==> config.mk <==
export PLATFORM = sky130hd
export DESIGN_NAME = mips_if_fetch
export DESIGN_NICKNAME = d
export VERILOG_FILES = /design/src/rtl/mips_if_fetch.sv
export SDC_FILE = /design/constraint.sdc
export NUM_CORES = 1
export LEC_CHECK = 0
export ABC_AREA = 1
export CAP_MARGIN = 20
export CELL_PAD_IN_SITES_DETAIL_PLACEMENT = 1
export CELL_PAD_IN_SITES_GLOBAL_PLACEMENT = 2
export CORE_MARGIN = 2
export CORE_UTILIZATION = 23
export CTS_BUF_LIST = sky130_fd_sc_hd__clkbuf_16
export DETAILED_ROUTE_END_ITERATION = 16
export HOLD_SLACK_MARGIN = 0.06
export PLACE_DENSITY = 0.76
export SLEW_MARGIN = 20
export SYNTH_ARGS = -nofsm -noshare
export SYNTH_HDL_FRONTEND = slang
export SYNTH_SLANG_ARGS = --single-unit
==> constraint.sdc <==
create_clock -name CLK -period 4 [get_ports CLK]
set_clock_uncertainty 0.2 [all_clocks]
set_input_delay 0.4 -clock CLK [delete_from_list [all_inputs] [get_ports CLK]]
set_output_delay 0.4 -clock CLK [all_outputs]
set_load 0.01 [all_outputs]
==> src/rtl/mips_if_fetch.sv <==
// MIPS IF stage: PC owner, imem req/ready fetch and IF/ID write side.
// Define MIPS_IF_PERF_EN to add FetchCount/BubbleCount counters.
module mips_if_fetch #(
  parameter logic [31:0] RESET_PC = 32'h0000_0000
) (
  input  logic        CLK,
  input  logic        RST,
  input  logic        PCWrite,
  input  logic        BranchTaken,
  input  logic [31:0] BranchTarget,
  output logic        IMemReq,
  output logic [31:0] IMemAddr,
  input  logic        IMemReady,
  input  logic [31:0] IMemRData,
  output logic [31:0] PCsum,
  output logic [31:0] Instruction,
  output logic        IF_FLUSH,
  output logic        IF_IDWrite
`ifdef MIPS_IF_PERF_EN
  ,
  output logic [31:0] FetchCount,
  output logic [31:0] BubbleCount
`endif
);

  typedef enum logic [1:0] {
    FETCH = 2'd0,
    HOLD  = 2'd1,
    KILL  = 2'd2
  } state_t;

  state_t      state, state_nxt;
  logic [31:0] pc, pc_nxt;
  logic [31:0] tgt, tgt_nxt;
  logic [31:0] hold, hold_nxt;
  logic [31:0] pc_al, pc4, br_tgt;
  logic        br;

  assign pc_al  = {pc[31:2], 2'b00};
  assign pc4    = pc_al + 32'd4;
  assign br_tgt = {BranchTarget[31:2], 2'b00};
  assign br     = BranchTaken & PCWrite;

  always_ff @(posedge CLK or posedge RST) begin
    if (RST) begin
      state <= FETCH;
      pc    <= {RESET_PC[31:2], 2'b00};
      tgt   <= '0;
      hold  <= '0;
    end else begin
      state <= state_nxt;
      pc    <= pc_nxt;
      tgt   <= tgt_nxt;
      hold  <= hold_nxt;
    end
  end

  always_comb begin
    state_nxt = state;
    pc_nxt    = pc;
    tgt_nxt   = tgt;
    hold_nxt  = hold;
    unique case (state)
      FETCH: begin
        if (br) begin
          if (IMemReady) begin
            pc_nxt = br_tgt;
          end else begin
            tgt_nxt   = br_tgt;
            state_nxt = KILL;
          end
        end else if (IMemReady) begin
          if (PCWrite) begin
            pc_nxt = pc4;
          end else begin
            hold_nxt  = IMemRData;
            state_nxt = HOLD;
          end
        end
      end
      HOLD: begin
        if (PCWrite) begin
          pc_nxt    = BranchTaken ? br_tgt : pc4;
          state_nxt = FETCH;
        end
      end
      KILL: begin
        // wrong-path word is dropped; target fetch starts next cycle
        if (IMemReady) begin
          pc_nxt    = tgt;
          state_nxt = FETCH;
        end
      end
      default: state_nxt = FETCH;
    endcase
  end

  always_comb begin
    IMemReq     = 1'b0;
    IMemAddr    = pc_al;
    PCsum       = pc4;
    Instruction = IMemRData;
    IF_IDWrite  = PCWrite;
    IF_FLUSH    = 1'b1;
    if (!RST) begin
      unique case (state)
        FETCH: begin
          IMemReq  = 1'b1;
          IF_FLUSH = PCWrite & (BranchTaken | ~IMemReady);
        end
        HOLD: begin
          Instruction = hold;
          IF_FLUSH    = br;
        end
        KILL: begin
          IMemReq  = 1'b1;
          IF_FLUSH = PCWrite;
        end
        default: IF_FLUSH = PCWrite;
      endcase
    end
  end

`ifdef MIPS_IF_PERF_EN
  always_ff @(posedge CLK or posedge RST) begin
    if (RST) begin
      FetchCount  <= '0;
      BubbleCount <= '0;
    end else begin
      if (IF_IDWrite && !IF_FLUSH)
        FetchCount <= FetchCount + 32'd1;
      if (IF_FLUSH)
        BubbleCount <= BubbleCount + 32'd1;
    end
  end
`endif

endmodule

### Word level (Yosys, flattened, before mapping)

Cells that the tools add are included.

| storage, ports and cells | value |
|---|---|
| flip-flop bits (word level) | 96 |
| output and inout port bits | 99 |
| logic and storage cells | 48 |

| operators by class | value |
|---|---|
| add/sub/neg operators | 1 |
| eq/ne operators | 9 |
| mux-type cells | 21 |
| bitwise logic cells | 6 |
| reduce and logical (&&, ||, !) cells | 7 |

Operator list:

| cell | number |
|---|---|
| two-way mux 32 bit | 9 |
| one-hot mux 32 bit (3 select lines) | 1 |
| adder 32 x 3 -> 32 bit (second input constant) | 1 |
| two-way mux 2 bit | 6 |
| != test 3 bit (second input constant) | 4 |
| AND reduction 5 bit | 2 |
| != test 2 bit (second input constant) | 3 |
| one-hot mux 2 bit (3 select lines) | 1 |
| AND reduction 4 bit | 1 |
| two-way mux 1 bit | 3 |
| NOT 1 bit | 3 |
| AND reduction 3 bit | 1 |
| nonzero test 3 bit | 1 |
| AND 1 bit | 2 |
| == test 2 x 1 -> 1 bit (second input constant) | 1 |
| == test 2 bit (second input constant) | 1 |
| logical NOT 2 bit | 1 |
| one-hot mux 1 bit (2 select lines) | 1 |
| OR reduction 2 bit | 1 |
| bitwise OR 1 bit | 1 |

### Longest topological paths before layout

Gate-level depths: netlist of the first run.

| logic depth | value |
|---|---|
| depth after elaboration | 5 |
| depth in mapped cells | 12 |

### Worst setup path before layout of the first run

Ideal clock, no wire load.

| timing | value |
|---|---|
| path kind | input port to output port |
| start | input RST |
| end | output Instruction[24] |
| data arrival time | 3.602 ns |
| path slack | -0.202 ns |
| cell stages on the path | 4 |
| buffers on the path | 1 |
| cells stage by stage | inv_1 nand2_1 clkbuf_1 o21ai_0 |

| between the ends | value |
|---|---|
| longest elaborated chain between the ends | 1 |

Ends and longest elaborated chain:

| element | RTL line | RTL |
|---|---|---|
| from (decl) | 7 | `input logic RST,` |
| two-way mux 32 bit | 105 | `if (!RST) begin` |
| to (decl) | 16 | `output logic [31:0] Instruction,` |

Every way passes these cells.

### Final worst setup path of the first run

| timing | value |
|---|---|
| start | register state[1] |
| end | output IF_FLUSH |

| between the ends | value |
|---|---|
| longest elaborated chain between the ends | 3 |
| elaborated cells between the ends (all ways) | 4 |
| classes of those cells | eq/ne: 1; mux: 2; reduce/logical: 1 |

Ends and longest elaborated chain:

| element | RTL line | RTL |
|---|---|---|
| from (decl) | 32 | `state_t state, state_nxt;` |
| from (signal assigned) | 51 | `state <= state_nxt;` |
| == test 2 x 1 -> 1 bit or logical NOT 2 bit (tied branches) | 106 | `unique case (state)` |
| one-hot mux 1 bit (2 select lines) * | 106 |  |
| two-way mux 1 bit * | 105 |  |
| to (decl) | 17 | `output logic IF_FLUSH,` |

Every way passes the cells marked *; elsewhere a longest branch is shown, timed or not.

==> run metrics, run 1 <==
Initial Utilization=23.43%; sequential area share after synthesis=38.53%; n_diodes=0; vias in the first global route=6,488; synthesized cell area=6105 um2; number of setup buffers added after CTS=0; Worst Path Max Fanout=28; Std-Cell Rows=59; fillers=3,244; aggregate global routing overflow=0; crit-path max cell delay=0.62 ns; Detailed Routing Iterations Pass 1=4; max-slew violations=0; placed instance area=8035 um2; Crit path max-delay family=buffers and inverters; Cells after Synth=937; worst hold path class=flip-flop to flip-flop; CTS tree=built; final setup vio count=0; Worst Setup Path Type=flip-flop to output pin; outcome=complete, no violations; H-Tree Depth=3; CTS Sinks=94; RSZ-0062 raised after global routing=false; Post-synth ARST share=100.0%; Vias=6,461; antenna-violating nets left=0; Clock Tree Buf Depth=2; Worst EP arrival=2.63 ns; f_max=309.2 MHz; Worst Setup End Kind=output pin; routability cong.=0.7648; dpl hpwl=16,150 um; Worst-Margin Slew=0.8916 ns; drt drc=0; EDFF count, synth=0; initial antenna violation count=1; FF+latch count, synth=94; Clk pin slew, worst setup/hold paths=0.08 ns; initial DRC count=306; Top FF cell, synth=dfrtp_1; Final TNS setup=0 ns; max_cap viols=0; crit-path cells=inv_1 > ha_1 > inv_2 > o221ai_1 > o211ai_1 > clkdlybuf4s50_1; total global-route track usage=16.49%; first-pass GRT wire length=36,760 um; Final period util=80.86%; Vias per Instance=4.582; relative max-transition margin=40.50%; worst vdd ir=0.0002855 V; crit path max-delay cell type=clkdlybuf4s50_1; Pwr Density=740.5 nW/um2; cts hold-fix bufs=0; Pleak=3.895 nW; Buf/Inv on CP=3; PortBufs=161; clock buffer count from CTS=9; post_cts resized=0; Root Driver=clkbuf_16; Startpoint Class=flip-flop; final total power=6.188 mW; core area=26,060 um2; Yosys warning count=0; Die ar.=27,860 um2; fin nets=1,143; largest net degree at the start of global routing=65; Syn Area/Cell=6.515 um2; design area=8357 um2; Die H=166.9 um; clk_lat worst skew=0.36 ns; Data required, critical path=3.40 ns; io pins=168; share of cells above drive strength 1=4.465%; Tmin final=3.234 ns; Die X-Extent=166.9 um; synth unique cells=34; DRT Wirelength=22,940 um; Area Overhead vs Synth=36.89%; Final Hold Vio Count=0; drt wl/cell=16.27 um
## cells by family after synthesis
| kind of cell | synth area share [%] |
|---|---|
| buf+inv | 10.35 |
| flops | 38.53 |
| compound gates | 20.09 |
| fa+ha+maj | 0.8199 |
| xor+xnor | 1.394 |
| simple gates | 28.76 |
| other cells | 0.06143 |
## per-stage QoR
stage | hold WS [ns] | std cells | setup WS, ns | utilization, %
after detailed placement | 0.2742 | 1394 | 1.092 | 30.84
after global placement | 0.2663 | 1394 | 1.111 | 30.84
final | 0.2881 | 1410 | 0.7656 | 32.07
after global routing | 0.3145 | 1410 | 0.6338 | 32.07
after floorplan | 0.2529 | 940 | 0.5156 | -
after CTS | 0.2906 | 1410 | 0.7657 | 32.07
## state kept, by name (all words and copies together) (netlist names)
name / cells
state: 2
pc: 30
tgt: 30
hold: 32
## layout make-up
cell class	count	area [um2]	share of cell area, %
tap	335	419.2	5.016
timing repair buffer	173	1714	20.51
clock inverter	7	96.34	1.153
sequential	94	2352	28.15
multi-input combinational	685	3144	37.63
clock buffer	9	225.2	2.695
inverter	107	405.4	4.851
## worst paths after layout
path | cells past startpoint | startpoint | slack [ns] | to
worst max-delay path | 6 | state[1]$_DFFE_PP0P_ | 0.77 | IF_FLUSH
worst min-delay path | 2 | hold[9]$_DFFE_PP0P_ | 0.29 | hold[9]$_DFFE_PP0P_
worst max register to register | 9 | state[0]$_DFFE_PP0P_ | 1.16 | pc[12]$_DFFE_PP0P_
worst min register to register | 2 | hold[9]$_DFFE_PP0P_ | 0.29 | hold[9]$_DFFE_PP0P_
max in group asynchronous | 4 | RST | 1.96 | pc[15]$_DFFE_PP0P_
min in group asynchronous | 3 | RST | 0.43 | hold[1]$_DFFE_PP0P_
## power breakdown
group	switching [mW]	internal [mW]	total (mW)
logic	1.90	1.45	3.35
registers	0.438	1.42	1.86
clock network	0.423	0.552	0.975
total	2.77	3.42	6.19
## worst register-to-register path, delay by kind of cell (launching register included)
kind	cells	cell delay (ns)
AND/OR/NAND/NOR	4	0.85
flip-flops	1	0.40
buffers and inverters	3	0.54
AO/OA/AOI/OAI	1	0.13
adder cells (fa/ha/maj)	1	0.66
## cell usage after synthesis, drive strengths merged (2+ instances only)
master  instances  area share [%]
inv           106             6.5
and2            8            0.82
a21oi         126              10
o211ai          4            0.49
nor2           98             6.7
dfrtp          94              39
clkbuf         36             2.2
a31oi           2            0.20
ha              4            0.82
xor2            5            0.84
buf            18             1.6
xnor2           3            0.55
o21ai         103             8.4
nand3          53             4.3
nand2         267              17
## layer usage
layer  wire length (um)  part of all wire (%)  up-vias  track usage, %
met4                150                  0.65        2           2.624
met3               1349                   5.9       11           4.634
li1                   -                     -     3244               -
met5                 16                 0.070        -               0
met1              10800                    47     3077           22.00
met2              10630                    46      127           27.07
## layout by cell type, fill, tap and decap left out, drive strengths merged, types with 2 or more instances in the layout
cell type | synthesis | layout
nand2 | 267 | 267
dfrtp | 94 | 94
and2 | 8 | 8
a21oi | 126 | 126
buf | 18 | 12
o21ai | 103 | 103
nand3 | 53 | 53
clkbuf | 36 | 9
xnor2 | 3 | 3
conb | 1 | 4
clkdlybuf4s50 | 0 | 161
a31oi | 2 | 2
bufinv | 0 | 2
clkinv | 1 | 2
nor2 | 98 | 98
o211ai | 4 | 4
ha | 4 | 4
clkinvlp | 0 | 3
xor2 | 5 | 5
inv | 106 | 107
(Power assumes the default switching activity.)
==> inputs of run 2 (changes only) <==
- clock period: 4 -> 2.6 ns (I/O delays scaled with it)
==> run metrics, run 2 (synthesis gave the netlist of run 1 again) <==
outcome=complete, no violations; relative max-transition margin=50.59%; drt drc=0; Root Driver=clkbuf_16; Pleak=4.440 nW; worst hold path class=flip-flop to flip-flop; crit-path cells=ha_2 > nand2_1 > nor2_4 > nand2_2 > nor2_4 > buf_12 > nand2_1 > nand2_1 > nand2_2 > dlygate4sd2_1; fin nets=1,199; n_diodes=0; Vias per Instance=4.574; total global-route track usage=17.31%; io pins=168; max-slew violations=0; H-Tree Depth=3; aggregate global routing overflow=0; commonest non-fill, non-tap cells in the layout=nand2_1, clkdlybuf4s50_1, a21oi_1; CTS Sinks=94; RSZ-0062 raised after global routing=true; DRT Wirelength=24,020 um; largest net degree at the start of global routing=65; vias in the first global route=6,939; dpl hpwl=16,770 um; Buf/Inv on CP=2; first-pass GRT wire length=38,320 um; cts hold-fix bufs=0; r2r worst-path depth=13; Std-Cell Rows=59; Pwr Density=1099 nW/um2; fin cells=1,466; Clk pin slew, worst setup/hold paths=0.07 ns; R2R setup slack=0.43 ns; max_cap viols=0; Final Hold Vio Count=0; Vias=6,705; Die H=166.9 um; crit-path max cell delay=0.39 ns; cell repeated most along the worst path=nand2_1; Initial Utilization=23.43%; worst flop-to-flop path startpoint=pc[3]$_DFFE_PP0P_; f_max=389.1 MHz; CTS tree=built; Crit path max-delay family=simple AND/OR/NAND/NOR gates; initial antenna violation count=0; Startpoint Class=flip-flop; PortBufs=161; Final Core Density=35.23%; WHS Path Cells=2; clock buffer count from CTS=9; placed insts=1,427; commonest non-fill, non-tap cell in the layout=nand2_1; Worst Path Max Fanout=6; Worst Setup Path Type=flip-flop to output pin; Worst Setup End Kind=output pin; share of cells above drive strength 1=15.03%; Final period util=98.85%; Clock Tree Buf Depth=2; Largest Register=hold; antenna-violating nets left=0; max reg flops=32; Area Overhead vs Synth=50.38%; drt wl/cell=16.38 um; Tmin final=2.570 ns; Die ar.=27,860 um2; Worst-Margin Slew=0.7411 ns; initial DRC count=310; reg2reg end=pc[26]$_DFFE_PP0P_; Final TNS setup=0 ns; routability cong.=0.7792; Die X-Extent=166.9 um; placed instance area=8416 um2; top flop regs=hold: 32 flops, pc: 30 flops, tgt: 30 flops; crit path max-delay cell type=dfrtp_1; clk_lat worst skew=0.35 ns; Data required, critical path=2.14 ns; worst vdd ir=0.0004173 V; design area=9180 um2; final setup vio count=0; Detailed Routing Iterations Pass 1=4; core area=26,060 um2; Worst EP arrival=2.11 ns; Worst Hold Launch=tgt[10]$_DFFE_PP0P_; Hold Path End=tgt[10]$_DFFE_PP0P_
[run 2: cell count changes in the layout (fill, tap and decap cells not counted), sizes merged]
cell           change
buf               +56
dlygate4sd2       +17
dlymetal6s2s      +16
clkdlybuf4s15      +5
clkbuf             +5
clkdlybuf4s50     -43
inv                -1
clkinvlp           +1
[run 2: area by class of cell]
type	instances	area, um2
Clock buffer	9	225.2
Clock inverter	7	96.34
Fill cell	3249	16880
Inverter	107	405.4
Multi-Input combinational cell	685	3441
Sequential cell	94	2360
Tap cell	335	419.2
Timing Repair Buffer	229	2233
[run 2: how the worst max path moves through the flow]
stage | startpoint | end | slack (ns) | depth (start not counted)
6_report | pc[3]$_DFFE_PP0P_ | PCsum[28] | 0.03 | 10
5_1_grt | pc[3]$_DFFE_PP0P_ | PCsum[27] | -0.07 | 9
3_3_place_gp | RST | Instruction[13] | 0.07 | 7
4_1_cts | pc[3]$_DFFE_PP0P_ | PCsum[18] | -0.22 | 7
2_1_floorplan | RST | Instruction[10] | -0.54 | 5
3_5_place_dp | RST | Instruction[30] | 0.06 | 7
[run 2: where the power goes]
group / switching [mW] / leakage (nW) / total [mW] / internal [mW]
Sequential: 0.605 / 1.13 / 2.80 / 2.20
Combinational: 3.24 / 3.16 / 5.78 / 2.55
Clock: 0.653 / 0.148 / 1.50 / 0.847
[run 2: metal layers]
layer  vias to the layer above  track usage, %  wire length, um
met5                         -               0                0
met3                        16           4.206             1241
met2                       139           28.63            11080
li1                       3360               -                -
met1                      3190           22.96            11440
met4                         0           3.636              253
[run 2: what timing repair did]
item,CTS,global route
gates cloned,0,1
endpoints found under the setup margin,54,39
pin swaps,9,11
buffers inserted,12,10
resized for setup,60,57
[run 2: worst register-to-register path, stage by stage, from the launching register on]
cell,delay [ns]
dfrtp_1,0.39
ha_2,0.20
nand2_1,0.11
nor2_4,0.18
nand2_4,0.11
nor2_4,0.20
buf_4,0.15
nand3_2,0.07
buf_4,0.14
nand3_1,0.07
nand2_1,0.05
nand2_1,0.06
nand2_1,0.05
a21oi_1,0.13
[run 2: metrics by stage]
step,power [mW],worst slack (ns),hold slack (ns)
after floorplan,5.749,-0.5443,0.2186
after global placement,8.442,0.06948,0.2659
after detailed placement,8.542,0.06007,0.2735
after CTS,10.13,-0.2209,0.2910
after global routing,11.01,-0.06818,0.3132
final,10.09,0.03000,0.2872
==> inputs of run 3 (changes only) <==
- GPL_ROUTABILITY_DRIVEN: not set -> 0
==> results of run 3 <==
Same layout as run 2: the final DEF is identical, and so are final timing and power.
